<file path="src/rtl/slurm32_cpu_memory_port_pkg.sv">
// Shared SLURM32 CPU constants: memory-port state encoding and byte-lane
// mask patterns used by the load aligner and the memory port.
package slurm32_cpu_memory_port_pkg;

    typedef enum logic {
        ST_IDLE = 1'b0,
        ST_WAIT = 1'b1
    } mem_state_t;

    // Byte-lane mask patterns with a defined right-aligned load result
    localparam logic [3:0] MASK_B0 = 4'b0001;
    localparam logic [3:0] MASK_B1 = 4'b0010;
    localparam logic [3:0] MASK_B2 = 4'b0100;
    localparam logic [3:0] MASK_B3 = 4'b1000;
    localparam logic [3:0] MASK_H0 = 4'b0011;
    localparam logic [3:0] MASK_H1 = 4'b1100;
    localparam logic [3:0] MASK_W  = 4'b1111;

endpackage

</file>
<file path="src/rtl/slurm32_load_align.sv">
// Combinational load aligner: selects the lanes named by the mask and
// right-aligns them, zero-extending. Unlisted masks pass the enabled lanes
// through in place.
module slurm32_load_align
    import slurm32_cpu_memory_port_pkg::*;
#(
    parameter int BITS = 32
) (
    input  logic [3:0]      mask,
    input  logic [BITS-1:0] rdata,
    output logic [BITS-1:0] data
);

    // Lane select / shift by mask pattern
    always_comb begin
        data = '0;
        case (mask)
            MASK_B0: data[7:0]  = rdata[7:0];
            MASK_B1: data[7:0]  = rdata[15:8];
            MASK_B2: data[7:0]  = rdata[23:16];
            MASK_B3: data[7:0]  = rdata[31:24];
            MASK_H0: data[15:0] = rdata[15:0];
            MASK_H1: data[15:0] = rdata[31:16];
            MASK_W:  data       = rdata;
            default: begin
                for (int i = 0; i < 4; i++)
                    data[8*i +: 8] = rdata[8*i +: 8] & {8{mask[i]}};
            end
        endcase
    end

endmodule

</file>
<file path="src/rtl/slurm32_cpu_memory_port.sv">
// SLURM32 memory port: one outstanding valid/ack data-bus transaction per
// execute-stage load/store, with timeout abort and aligned load return.
module slurm32_cpu_memory_port
    import slurm32_cpu_memory_port_pkg::*;
#(
    parameter int ADDRESS_BITS   = 32,
    parameter int BITS           = 32,
    parameter int TIMEOUT_CYCLES = 255
) (
    input  logic                    CLK,
    input  logic                    RST,
    input  logic                    load_memory,
    input  logic                    store_memory,
    input  logic [ADDRESS_BITS-3:0] load_store_address,
    input  logic [BITS-1:0]         memory_out,
    input  logic [3:0]              memory_mask,
    output logic                    stall,
    output logic [BITS-1:0]         load_data,
    output logic                    load_valid,
    output logic                    bus_error,
    output logic                    bus_req,
    output logic                    bus_wr,
    output logic [ADDRESS_BITS-3:0] bus_addr,
    output logic [BITS-1:0]         bus_wdata,
    output logic [3:0]              bus_wmask,
    input  logic                    bus_ack,
    input  logic [BITS-1:0]         bus_rdata
);

    localparam logic [7:0] TMO = 8'(TIMEOUT_CYCLES);

    mem_state_t              state;
    logic [7:0]              cnt;
    logic                    lat_wr;
    logic [ADDRESS_BITS-3:0] lat_addr;
    logic [BITS-1:0]         lat_data;
    logic [3:0]              lat_mask;
    logic [BITS-1:0]         aligned;

    slurm32_load_align #(.BITS(BITS)) u_align (
        .mask  (lat_mask),
        .rdata (bus_rdata),
        .data  (aligned)
    );

    wire busy = (state == ST_WAIT);

    assign stall     = busy;
    assign bus_req   = busy;
    assign bus_wr    = busy & lat_wr;
    assign bus_addr  = lat_addr;
    assign bus_wdata = lat_data;
    assign bus_wmask = busy ? lat_mask : 4'b0000;

    // Request capture, bus wait/timeout FSM and registered load return
    always_ff @(posedge CLK) begin
        if (RST) begin
            state      <= ST_IDLE;
            cnt        <= '0;
            lat_wr     <= 1'b0;
            lat_addr   <= '0;
            lat_data   <= '0;
            lat_mask   <= '0;
            load_data  <= '0;
            load_valid <= 1'b0;
            bus_error  <= 1'b0;
        end else begin
            load_valid <= 1'b0;
            bus_error  <= 1'b0;
            case (state)
                ST_IDLE: begin
                    if (load_memory || store_memory) begin
                        if (memory_mask == 4'b0000) begin
                            // Empty mask: no bus cycle; a load still completes with zero
                            if (!store_memory) begin
                                load_valid <= 1'b1;
                                load_data  <= '0;
                            end
                        end else begin
                            // Store wins when both are requested
                            lat_wr   <= store_memory;
                            lat_addr <= load_store_address;
                            lat_data <= memory_out;
                            lat_mask <= memory_mask;
                            cnt      <= '0;
                            state    <= ST_WAIT;
                        end
                    end
                end
                ST_WAIT: begin
                    if (bus_ack) begin
                        state <= ST_IDLE;
                        if (!lat_wr) begin
                            load_valid <= 1'b1;
                            load_data  <= aligned;
                        end
                    end else if (cnt == TMO) begin
                        state     <= ST_IDLE;
                        bus_error <= 1'b1;
                        if (!lat_wr) begin
                            load_valid <= 1'b1;
                            load_data  <= '0;
                        end
                    end else begin
                        cnt <= cnt + 8'd1;
                    end
                end
                default: state <= ST_IDLE;
            endcase
        end
    end

endmodule
</file>
<file path="config.mk">
export PLATFORM = sky130hd
export DESIGN_NAME = slurm32_cpu_memory_port
export DESIGN_NICKNAME = d
export VERILOG_FILES = /design/src/rtl/slurm32_cpu_memory_port_pkg.sv /design/src/rtl/slurm32_load_align.sv /design/src/rtl/slurm32_cpu_memory_port.sv
export SDC_FILE = /design/constraint.sdc
export NUM_CORES = 1
export LEC_CHECK = 0
export CAP_MARGIN = 20
export CORE_ASPECT_RATIO = 0.75
export CORE_MARGIN = 2
export CORE_UTILIZATION = 46
export DETAILED_ROUTE_END_ITERATION = 8
export PLACE_DENSITY = 0.83
export SLEW_MARGIN = 25
export SYNTH_ARGS = -nofsm -noshare
export SYNTH_HDL_FRONTEND = slang
export SYNTH_HIERARCHICAL = 1
export SYNTH_SLANG_ARGS = --single-unit
export TNS_END_PERCENT = 50
</file>
<file path="constraint.sdc">
create_clock -name CLK -period 3.4 [get_ports CLK]
set_input_delay 1.02 -clock CLK [delete_from_list [all_inputs] [get_ports CLK]]
set_output_delay 1.02 -clock CLK [all_outputs]
set_load 0.01 [all_outputs]
</file>
-- Yosys cells after proc, flatten, opt, wreduce, memory -nomap -nowiden
Cells that the tools add are included.
- flip-flop bits (word level): 110
- input port bits: 103
- output and inout bits: 103
- word-level logic and storage cells: 74
- add/subtract/negate cells: 1
- eq/ne operators: 16
- muxes and demuxes: 30
- bitwise operators: 7
- reduce and logical (&&, ||, !) cells: 11
- operators by type and width (kind ; count):
    32-bit 2-to-1 mux ; 7
    32-bit one-hot mux with 2 select lines ; 1
    8-bit AND ; 4
    8-bit 2-to-1 mux ; 4
    16-bit one-hot mux with 2 select lines ; 1
    8-bit one-hot mux with 4 select lines ; 1
    8-bit one-hot mux with 3 select lines ; 1
    8-bit one-hot mux with 2 select lines ; 1
    2-bit inequality test, second input constant ; 7
    4-bit equality test, second input constant ; 3
    1-bit 2-to-1 mux ; 11
    8-bit by 1-bit adder with 8-bit output, second input constant ; 1
    4-bit by 2-bit equality test with 1-bit output, second input constant ; 2
    8-bit equality test, second input constant ; 1
    3-bit OR reduction ; 2
    6-bit OR reduction ; 1
    5-bit AND reduction ; 1
    4-bit by 1-bit equality test with 1-bit output, second input constant ; 1
    4-bit by 3-bit equality test with 1-bit output, second input constant ; 1
    4-bit logical NOT ; 1
    4-bit 2-to-1 mux ; 1
    1-bit one-hot mux with 2 select lines ; 2
    4-bit AND reduction ; 1
    2-bit OR reduction ; 2
    6 further kinds ; 7

-- Logic depth before layout (Yosys ltp)
Gate-level depths: netlist (run 1).
- word-level depth: 6
- mapped depth: 7
- depth with buffers taken out: 5

-- Modules after synthesis
The synthesis (run 1) kept the hierarchy.
- by module, submodules not included (module ; instances ; cells each ; area each (um^2) ; sequential area each (um^2)):
    slurm32_cpu_memory_port ; 1 ; 504 ; 4337.9 ; 2202.1
    slurm32_load_align ; 1 ; 74 ; 535.5 ; 0.0

-- Worst setup path before layout (run 1)
No wires, ideal clock.
- kind: input -> register
- start: in memory_mask[3]
- end: reg load_data[0]
- library setup time: 72 ps
- arrival: 2073 ps
- data required time: 3328 ps
- slack: 1256 ps
- stages on the path: 6
- path buffers: 2
- cells stage by stage: nor4_4 > nand3_1 > a21boi_1 > buf_6 > buf_12 > mux2i_1
- longest elaborated chain between the ends: 3
- RTL lines (item ; RTL line ; RTL):
    from (decl) ; slurm32_cpu_memory_port.sv:16 ; input logic [3:0] memory_mask,
    4-bit logical NOT ; slurm32_cpu_memory_port.sv:73 ; if (memory_mask == 4'b0000) begin
    2-bit inequality test (no source line) ; n/a ;
    5-bit AND reduction (no source line) ; n/a ;
    to (signal assigned) ; slurm32_cpu_memory_port.sv:95 ; load_data <= aligned;
    to (decl) ; slurm32_cpu_memory_port.sv:18 ; output logic [BITS-1:0] load_data,
Every way passes these cells.
A chain may end at the register's enable or synchronous reset.

-- Final worst setup path (run 1)
- start: reg state, in the netlist bus_req
- end: out bus_wmask[0]
- longest elaborated chain between the ends: 1
- RTL lines (item ; RTL line ; RTL):
    from (decl) ; slurm32_cpu_memory_port.sv:32 ; mem_state_t state;
    from (signal assigned) ; slurm32_cpu_memory_port.sv:58 ; state <= ST_IDLE;
    from (signal assigned) ; slurm32_cpu_memory_port.sv:86 ; state <= ST_WAIT;
    from (signal assigned) ; slurm32_cpu_memory_port.sv:92 ; state <= ST_IDLE;
    4-bit 2-to-1 mux ; slurm32_cpu_memory_port.sv:53 ; assign bus_wmask = busy ? lat_mask : 4'b0000;
    to (decl) ; slurm32_cpu_memory_port.sv:25 ; output logic [3:0] bus_wmask,
Every way passes these cells.

==> results.sh, run 1 <==
export IMPL_outcome="finished clean"
export IMPL_cts_buffer_depth=2
export IMPL_cpPeakStageDelay_ps=730
export IMPL_mostFrequentLayoutCell="clkdlybuf4s50_1"
export IMPL_detail_route_antenna_nets=0
export IMPL_dieWidth_um=123
export IMPL_cp_slowest_cell="dfxtp_1"
export IMPL_die_area_um2=11400
export IMPL_finalMaxSlewViolations=0
export IMPL_finalHoldViolations=0
export IMPL_h_tree_depth=3
export IMPL_nets=860
export IMPL_syn_area_um2=4870
export IMPL_yosys_area_share_xor_xnor=0.00539
export IMPL_layout_drive_gt1_share=0.0473
export IMPL_synth_seq_cells=110
export IMPL_synth_simple_area_share=0.253
export IMPL_critical_path_endpoint_type="output port"
export IMPL_arrival_ps=1860
export IMPL_ys_types=47
export IMPL_max_slew_margin=0.525
export IMPL_via_count=4785
export IMPL_cts_hold_buf=0
export IMPL_cp_num_buf_inv=1
export IMPL_cts_tree="done"
export IMPL_post_cts_buffers=0
export IMPL_whs_endpoint="bus_addr[10]$_SDFFE_PP0P_"
export IMPL_synth_flop_cell="dfxtp_1"
export IMPL_dr_wl_met3_um=1550
export IMPL_drtPass1Iterations=6
export IMPL_worstMarginPinSlew_ps=711
export IMPL_max_cap_viol_count=0
export IMPL_required_ps=2380
export IMPL_antennaDiodeCount=0
export IMPL_grt_overflow=0
export IMPL_final_cell_mix="204 x clkdlybuf4s50_1, 172 x nand2_1, 110 x dfxtp_1"
export IMPL_syn2layout_area_growth_pct=48.1
export IMPL_clockRootBuffer="clkbuf_16"
export IMPL_crit_family="flip-flops"
export IMPL_worst_r2r_endpoint="load_data[24]$_SDFFE_PP0P_"
export IMPL_viasPerCell=5.33
export IMPL_die_h_um=93.1
export IMPL_powerDensity_nw_per_um2=425
export IMPL_initial_core_util=0.474
export IMPL_top_layer="met4"
export IMPL_hp_start="bus_addr[10]$_SDFFE_PP0P_"
export IMPL_gp_congestion=0.867
export IMPL_yosysSeqAreaShare=0.452
export IMPL_fin_crit_ps=2880
export IMPL_setup_viol=0
export IMPL_synth_edff_count=0
export IMPL_io_pins=206
export IMPL_synth_fa_ha_area_frac=0.00257
export IMPL_hp_class="register to register"
export IMPL_rrSetupSlack_ps=1250
export IMPL_synth_top_family_by_area="simple AND/OR/NAND/NOR gates"
export IMPL_first_iter_violations=424
export IMPL_multi_input_area_um2=2390
export IMPL_fin_skew_ps=5.12
export IMPL_clock_sinks=110
export IMPL_fmax_mhz=347
export IMPL_synth_compound_area_frac=0.159
export IMPL_grt_pass1_vias=4615
export IMPL_core_um2=10300
export IMPL_fin_crit_sh=0.848
export IMPL_port_buffer_count=205
export IMPL_peakVddDrop_v=0.000360
export IMPL_reg2reg_depth=6
export IMPL_yosys_warnings=6
export IMPL_ys_async_sr_fraction=0
export IMPL_hpwlAfterDp_um=10200
export IMPL_syn_inst=578
export IMPL_reg2reg_from="cnt[0]$_SDFFE_PP0P_"
export IMPL_start_kind="register"
export IMPL_fillers=778
export IMPL_drt_met1_wl_um=5830
export IMPL_seq_area_um2=2200
export IMPL_path_max_fanout=18
export IMPL_hold_slack_ps=454
export IMPL_holdPathStages=2
export IMPL_cts_resized_gates=0
export IMPL_fp_row_count=32
export IMPL_met2_wirelength_um=6820
export IMPL_crit_type="register to output port"
export IMPL_syn_nets=682
export IMPL_syn_avg_cell_area_um2=8.43
export IMPL_grt_util_all_layers=0.253
export IMPL_grt_pass1_wl_um=22800
export IMPL_rsz0062_at_grt="no"
export IMPL_muxShareOfSynthArea=0.0657
export IMPL_power_leakage_nw=2.64
export IMPL_setup_tns_ps=0
export IMPL_cp_cell_sequence="and2_1, clkdlybuf4s50_1"
export IMPL_clkTransAtPathRegs_ps=70
export IMPL_worstSkewPairLatency_ps=340
export IMPL_wl_per_cell_um=16.2
export IMPL_drc=0
export IMPL_cts_buffers=9
export IMPL_antenna_found_initial=0
export IMPL_wl_um=14500
export IMPL_grt_max_degree=72
## cell families after synthesis
family,after synthesis
multiplexers,32
XOR/XNOR,3
AO/OA/AOI/OAI,125
flip-flops,110
buffers and inverters,46
AND/OR/NAND/NOR,261
adder cells (fa/ha/maj),1
## how the worst max path moves through the flow
stage	from	slack (ps)	end	cells past startpoint
6_report	bus_req$_SDFF_PP0_	520	bus_wmask[0]	2
5_1_grt	bus_req$_SDFF_PP0_	420	bus_wmask[0]	2
3_5_place_dp	memory_mask[0]	410	bus_addr[13]$_SDFFE_PP0P_	6
3_3_place_gp	memory_mask[0]	500	bus_wdata[29]$_SDFFE_PP0P_	6
2_1_floorplan	memory_mask[3]	1260	load_data[0]$_SDFFE_PP0P_	6
4_1_cts	bus_req$_SDFF_PP0_	480	bus_wmask[0]	2
## stage by stage
step / instance area [um^2] / cells / power (mW) / worst slack (ps) / utilization
CTS: 7220 / 897 / 3.08 / 480 / 0.701
detailed placement: 6920 / 881 / 2.04 / 407 / 0.672
global placement: 6920 / 881 / 2.02 / 495 / 0.672
floorplan: 4870 / 578 / 1.74 / 1260 / -
finish: 7220 / 897 / 3.07 / 516 / 0.701
global route: 7220 / 897 / 3.20 / 417 / 0.701
## sequential cells by signal (all words and copies together) (netlist names)
register / count
bus_addr: 30
bus_error: 1
bus_req: 1
bus_wdata: 32
cnt: 8
lat_mask: 4
lat_wr: 1
load_data: 32
load_valid: 1
## cell type report
cell class | instances | area share
multi-input combinational | 422 | 0.331
sequential | 110 | 0.305
timing repair buffer | 213 | 0.299
clock buffer | 11 | 0.0336
tap | 136 | 0.0236
clock inverter | 5 | 0.00780
## cells in the mapped netlist, types with 4 or more instances
| library cell | instances | area share |
|---|---|---|
| nand2_1 | 172 | 0.13 |
| and3_1 | 18 | 0.023 |
| nand3_1 | 6 | 0.0062 |
| a22o_1 | 8 | 0.014 |
| buf_4 | 4 | 0.0062 |
| buf_2 | 6 | 0.0062 |
| buf_6 | 8 | 0.018 |
| a21oi_1 | 74 | 0.076 |
| clkbuf_1 | 23 | 0.018 |
| a32o_1 | 8 | 0.016 |
| a22oi_1 | 13 | 0.020 |
| nand2b_1 | 32 | 0.041 |
| mux2i_1 | 32 | 0.066 |
| nor3_1 | 4 | 0.0041 |
| and2_1 | 6 | 0.0077 |
| dfxtp_1 | 110 | 0.45 |
| nor2_1 | 5 | 0.0039 |
| o21ai_0 | 8 | 0.0082 |
## tightest hold or removal path, delay by kind of cell, from the launching register on
kind / cells / cell delay, ps
flops: 1 / 310
simple gates: 1 / 50
compound gates: 1 / 50
## layer usage
| layer | vias to the layer above | GRT usage |
|---|---|---|
| met3 | 31 | 0.0933 |
| li1 | 2316 | - |
| met1 | 2180 | 0.306 |
| met5 | - | 0 |
| met2 | 258 | 0.416 |
| met4 | 0 | 0.0795 |
## where the power goes
| group | switching [mW] | internal, mW |
|---|---|---|
| Sequential | 0.0440 | 1.35 |
| Clock | 0.463 | 0.592 |
| Combinational | 0.294 | 0.321 |
| Total | 0.801 | 2.27 |
No activity file was read; power rests on OpenSTA's default activity.
==> inputs of run 2 (changes only) <==
--- a/config.mk
+++ b/config.mk
@@ -8,9 +8,9 @@
 export CAP_MARGIN = 20
 export CORE_ASPECT_RATIO = 0.75
 export CORE_MARGIN = 2
-export CORE_UTILIZATION = 46
+export CORE_UTILIZATION = 39
 export DETAILED_ROUTE_END_ITERATION = 8
-export PLACE_DENSITY = 0.83
+export PLACE_DENSITY = 0.74
 export SLEW_MARGIN = 25
 export SYNTH_ARGS = -nofsm -noshare
 export SYNTH_HDL_FRONTEND = slang
==> constraint.sdc (replaced) <==
create_clock -name CLK -period 2.6 [get_ports CLK]
set_input_delay 0.78 -clock CLK [delete_from_list [all_inputs] [get_ports CLK]]
set_output_delay 0.78 -clock CLK [all_outputs]
set_load 0.01 [all_outputs]
==> run 2 against run 1 <==
Critical path depth stayed put. Register-to-register slack worse by 620 ps. Die area rose by 17%. Wire length rose by 3.6%. Global-route usage decreased by 3.1 points. Combinational power increased by 34%. Count of clock-buffer cells in the layout is the same. Flip-flop and latch count is the same. Non-clock buffer count grew 9. Critical path type unchanged.
==> results.sh, run 2 (synthesized netlist as in run 1, its figures left out) <==
export IMPL_outcome="finished clean"
export IMPL_first_iter_violations=300
export IMPL_crit_type="register to output port"
export IMPL_cts_hold_buf=0
export IMPL_fin_crit_sh=0.943
export IMPL_required_ps=1820
export IMPL_io_pins=206
export IMPL_drt_met1_wl_um=6140
export IMPL_grt_pass1_vias=4712
export IMPL_viasPerCell=5.13
export IMPL_dpl_cell_area_um2=7020
export IMPL_pwr_share_clk=0.349
export IMPL_met2_wirelength_um=7050
export IMPL_setup_viol=0
export IMPL_clkTransAtPathRegs_ps=70
export IMPL_grt_overflow=0
export IMPL_dr_wl_met3_um=1660
export IMPL_postLayoutCellArea_um2=7330
export IMPL_clockRootBuffer="clkbuf_16"
export IMPL_clock_sinks=110
export IMPL_cts_buffers=9
export IMPL_die_area_um2=13400
export IMPL_cts_resized_gates=0
export IMPL_initial_core_util=0.399
export IMPL_fin_skew_ps=7.38
export IMPL_layout_drive_gt1_share=0.0571
export IMPL_grt_util_all_layers=0.221
export IMPL_fin_crit_ps=2450
export IMPL_syn2layout_area_growth_pct=50.3
export IMPL_gp_congestion=0.822
export IMPL_fmax_mhz=408
export IMPL_wl_per_cell_um=16.1
export IMPL_h_tree_depth=3
export IMPL_arrival_ps=1670
export IMPL_fin_cells=937
export IMPL_critical_path_endpoint_type="output port"
export IMPL_worstMarginPinSlew_ps=535
export IMPL_pwr_share_comb=0.204
export IMPL_grt_pass1_wl_um=23600
export IMPL_path_max_fanout=12
export IMPL_via_count=4804
export IMPL_detail_route_antenna_nets=0
export IMPL_place_inst=920
export IMPL_internal_power_mw=2.97
export IMPL_hpwlAfterDp_um=10900
export IMPL_finalMaxSlewViolations=0
export IMPL_dieWidth_um=133
export IMPL_drtPass1Iterations=5
export IMPL_core_um2=12200
export IMPL_wl_um=15100
export IMPL_cpPeakStageDelay_ps=570
export IMPL_fp_row_count=35
export IMPL_cts_buffer_depth=2
export IMPL_final_cell_mix="204 x clkdlybuf4s50_1, 172 x nand2_1, 110 x dfxtp_1"
export IMPL_max_slew_margin=0.642
export IMPL_finalHoldViolations=0
export IMPL_hp_class="register to register"
export IMPL_port_buffer_count=205
export IMPL_grt_max_degree=67
export IMPL_powerDensity_nw_per_um2=555
export IMPL_cp_cell_sequence="and2_1, clkdlybuf4s50_1"
export IMPL_post_cts_buffers=0
export IMPL_mostFrequentLayoutCell="clkdlybuf4s50_1"
export IMPL_drc=0
export IMPL_worstSkewPairLatency_ps=350
export IMPL_top_layer="met4"
export IMPL_nets=869
export IMPL_cts_tree="done"
export IMPL_start_kind="register"
export IMPL_swShare=0.270
export IMPL_peakVddDrop_v=0.000367
export IMPL_power_leakage_nw=2.68
export IMPL_rsz0062_at_grt="no"
export IMPL_cp_slowest_cell="dfxtp_1"
export IMPL_p_switching_mw=1.10
export IMPL_die_h_um=101
export IMPL_p_seq_frac=0.448
export IMPL_antenna_found_initial=1
export IMPL_max_cap_viol_count=0
## run 2: cell count changes in the layout (fill, tap and decap cells not counted), sizes merged
cell,previous run,this run
diode,0,1
inv,1,2
clkinvlp,1,0
buf,9,18
## run 2: power by group through the flow
stage / logic [mW] / clock network, mW / registers [mW]
after floorplan: 0.377 / 0 / 1.89
after global placement: 0.811 / 0 / 1.85
after detailed placement: 0.824 / 0 / 1.86
after CTS: 0.829 / 1.44 / 1.82
after global routing: 0.893 / 1.52 / 1.83
final: 0.827 / 1.42 / 1.82
## run 2: critical path: cells and delay by family, from the launching register on
kind / cells / cell delay, ps
DFF: 1 / 570
buffers and inverters: 1 / 570
and+or+nand+nor: 1 / 190
## run 2: final cells by class
cell class,instances,area [um^2]
repair buffers,222,2230
clock buffers,11,233
well taps,166,208
clock inverters,5,67.6
fillers,1019,4890
diodes,1,2.50
flip-flops and latches,110,2200
multi-input cells,422,2390
## run 2: path summary, 6_finish.rpt
check	startpoint	endpoint	slack, ps	cells after the start
worst min register to register	bus_wdata[7]$_SDFFE_PP0P_	bus_wdata[7]$_SDFFE_PP0P_	450	2
worst max register to register	cnt[0]$_SDFFE_PP0P_	load_data[1]$_SDFFE_PP0P_	630	6
worst min-delay path	bus_wdata[7]$_SDFFE_PP0P_	bus_wdata[7]$_SDFFE_PP0P_	450	2
worst max-delay path	bus_req$_SDFF_PP0_	bus_wmask[0]	150	2
## run 2: stage by stage
step                      setup slack [ps]  TNS [ps]  hold WS (ps)   util  total power, mW
after global routing                  56.1         0           473  0.599             4.24
final                                  147         0           454  0.600             4.06
after floorplan                        696         0           458      -             2.27
after detailed placement             -46.2      -154           445  0.575             2.68
after global placement                42.0         0           441  0.575             2.66
after CTS                              125         0           456  0.599             4.09
## run 2: per-layer routing
layer / GRT usage / vias to the layer above
li1: - / 2332
met1: 0.269 / 2253
met2: 0.365 / 201
met3: 0.0925 / 18
met4: 0.0587 / 0
met5: 0 / -
==> patch: new RTL, settings of run 2 <==
Make the reset (`RST`) asynchronous in one clocked block.
--- a/src/rtl/slurm32_cpu_memory_port.sv
+++ b/src/rtl/slurm32_cpu_memory_port.sv
@@ -55,3 +55,3 @@
     // Request capture, bus wait/timeout FSM and registered load return
-    always_ff @(posedge CLK) begin
+    always_ff @(posedge CLK or posedge RST) begin
         if (RST) begin
Formal check against the unedited RTL: differs if RST is asserted again (counterexample within 4 cycles, from zero or initial values and one cycle with RST high); with RST held inactive, the same outputs for 4 cycles.
==> patch against run 2 <==
- first-iteration DRC count down 46%
- setup slack better by 0.079 ns
- cell area up 0.51%
- final cell count down 22%
- sequential cell count unchanged
- area after synthesis down 0.69%
- via count down 20%
- routed wire length down 10%
- critical path type unchanged
- highest routed layer unchanged
Power is not compared: it rests on default switching activity, and its combinational part moved more than twofold at a synthesized area within 25%.
==> patch: results (changes against run 2) <==
| Metric | Value |
|---|---|
| Leakage power total | `roughly 0.0031 uW` |
| Cts repair resizes | `0 (unchanged)` |
| R2R Path Start | `cnt[0]` |
| Largest net degree at the start of global routing | `57 (-15%)` |
| Post-DP Area | `7076 um2 (+0.75%)` |
| Worst Skew | `0.007405 ns (+0.00002756 ns)` |
| Post-synth cell types | `40 (-15%)` |
| Fill cells | `997 (-2.2%)` |
| Post-CTS Setup Bufs | `0 (unchanged)` |
| Initial antenna violation count | `0 (-1)` |
| Multiplexer area fraction after synthesis | `16.18% (+9.6 points)` |
| Synth Flop Type | `dfrtp_1` |
| Drt pass-1 iters | `4 (-1)` |
| Sequential share of the synthesized area | `56.88% (+12 points)` |
| Vias in the first global route | `3999 (-15%)` |
| Synth area leaders | `dfrtp_1 (57%), mux2_2 (15%), a22o_1 (7.4%)` |
| Iteration-0 DRC Markers | `161 (-46%)` |
| Fraction of layout cells with a size suffix above 1 | `18.52% (+13 points)` |
| Non-Filler Instances | `733 (-22%)` |
| Vias per inst | `5.236 (+2.1%)` |
| IO Port Bufs | `205 (unchanged)` |
| Crit path launch | `bus_req` |
| DP Cell Count | `717 (-22%)` |
| Worst Tran Pin Value | `0.5614 ns (+0.02600 ns)` |
| Critical path arrival | `1.59 ns (-0.08 ns)` |
| Root Driver | `clkbuf_16` |
| Nets | `666 (-23%)` |
| Post-synth net total | `461 (-32%)` |
| Asr flop ratio synth | `100.0% (+100 points)` |
| Synthesized instance count | `357 (-38%)` |
| CTS buffer count | `9 (unchanged)` |
| Post-Synth Adder-Cell Area | `0.2585% (+0.0018 points)` |
| GP Congestion | `0.8058 (-1.9%)` |
| Outcome | `complete, no violations` |
| Worst skew pair latency | `0.34 ns` |
| Switch Pwr | `2354 uW` |
| Routed WL | `13.47 mm (-10%)` |
| Compound-Gate Fraction of Synth Area | `14.79% (-1.1 points)` |
| Crit path max-delay cell type | `clkdlybuf4s50_1` |
| N_diodes | `0 (-1)` |
| Pre-CTS setup slack | `0.1014 ns (+0.1476 ns)` |
| Post-detail-place hpwl | `9.812 mm (-9.8%)` |
| XOR/XNOR Fraction of Synth Area | `0% (-0.54 points)` |
| Worst hold start | `load_data[4]` |
| Die width | `132.6 um (-0.34%)` |
| Htree depth | `3 (unchanged)` |
| Gr usage total | `20.59% (-1.6 points)` |
| Top post-synthesis cells by count | `dfrtp_1 (110), mux2_2 (66), a22o_1 (41), and3_1 (19), a22oi_1 (13)` |
| Worst Path Max Fanout | `14 (+2)` |
| Max incr delay on CP | `0.57 ns (about the same)` |
| First-pass GRT wire length | `21.48 mm (-8.9%)` |
-- patch: power groups by stage --
stage                     clock network, uW  registers (uW)  logic (uW)
after floorplan                           0            3020        1320
after global placement                    0            2770        3230
after detailed placement                  0            2790        3280
after CTS                              1370            2770        3300
after global routing                   1440            2870        3520
final                                  1320            2770        3270
-- patch: cell families after synthesis --
| kind of cell | Yosys count |
|---|---|
| simple gates | 57 |
| mux | 70 |
| flops | 110 |
| fa+ha+maj | 1 |
| buf+inv | 31 |
| compound gates | 88 |
-- patch: worst paths after layout --
kind / cells past startpoint / slack, ns / to
max: 2 / 0.23 / bus_wmask[1]
min: 1 / 0.50 / load_data[4]
max reg2reg: 6 / 0.90 / load_data[9]
min reg2reg: 1 / 0.50 / load_data[4]
max in group asynchronous: 3 / 1.12 / bus_req
min in group asynchronous: 2 / 0.83 / bus_wdata[22]
-- patch: layout make-up --
type                       count  area share [%]
sequential                   110           37.40
multi-input combinational    216           25.68
clock inverter                 4          0.4078
timing repair buffer         220           29.91
tap                          166           2.821
inverter                       5          0.3059
clock buffer                  12           3.483
-- patch: metal layers --
layer	global-route usage, %	wire (um)	vias to the layer above
li1	-	-	1744
met1	26.43	5649	1883
met2	32.76	6191	192
met3	8.497	1461	19
met4	5.045	171	0
met5	0	0	-
-- patch: critical path, delay by kind of cell, from the launching register on --
kind,cells,cell delay (ns)
AND/OR/NAND/NOR,1,0.17
flip-flops,1,0.51
buffers and inverters,1,0.57
-- patch: metrics by stage --
| stage | utilization, % | power, uW |
|---|---|---|
| after floorplan | - | 4335 |
| after global placement | 58.12 | 6006 |
| after detailed placement | 58.12 | 6076 |
| after CTS | 60.47 | 7446 |
| after global routing | 60.48 | 7817 |
| final | 60.48 | 7362 |
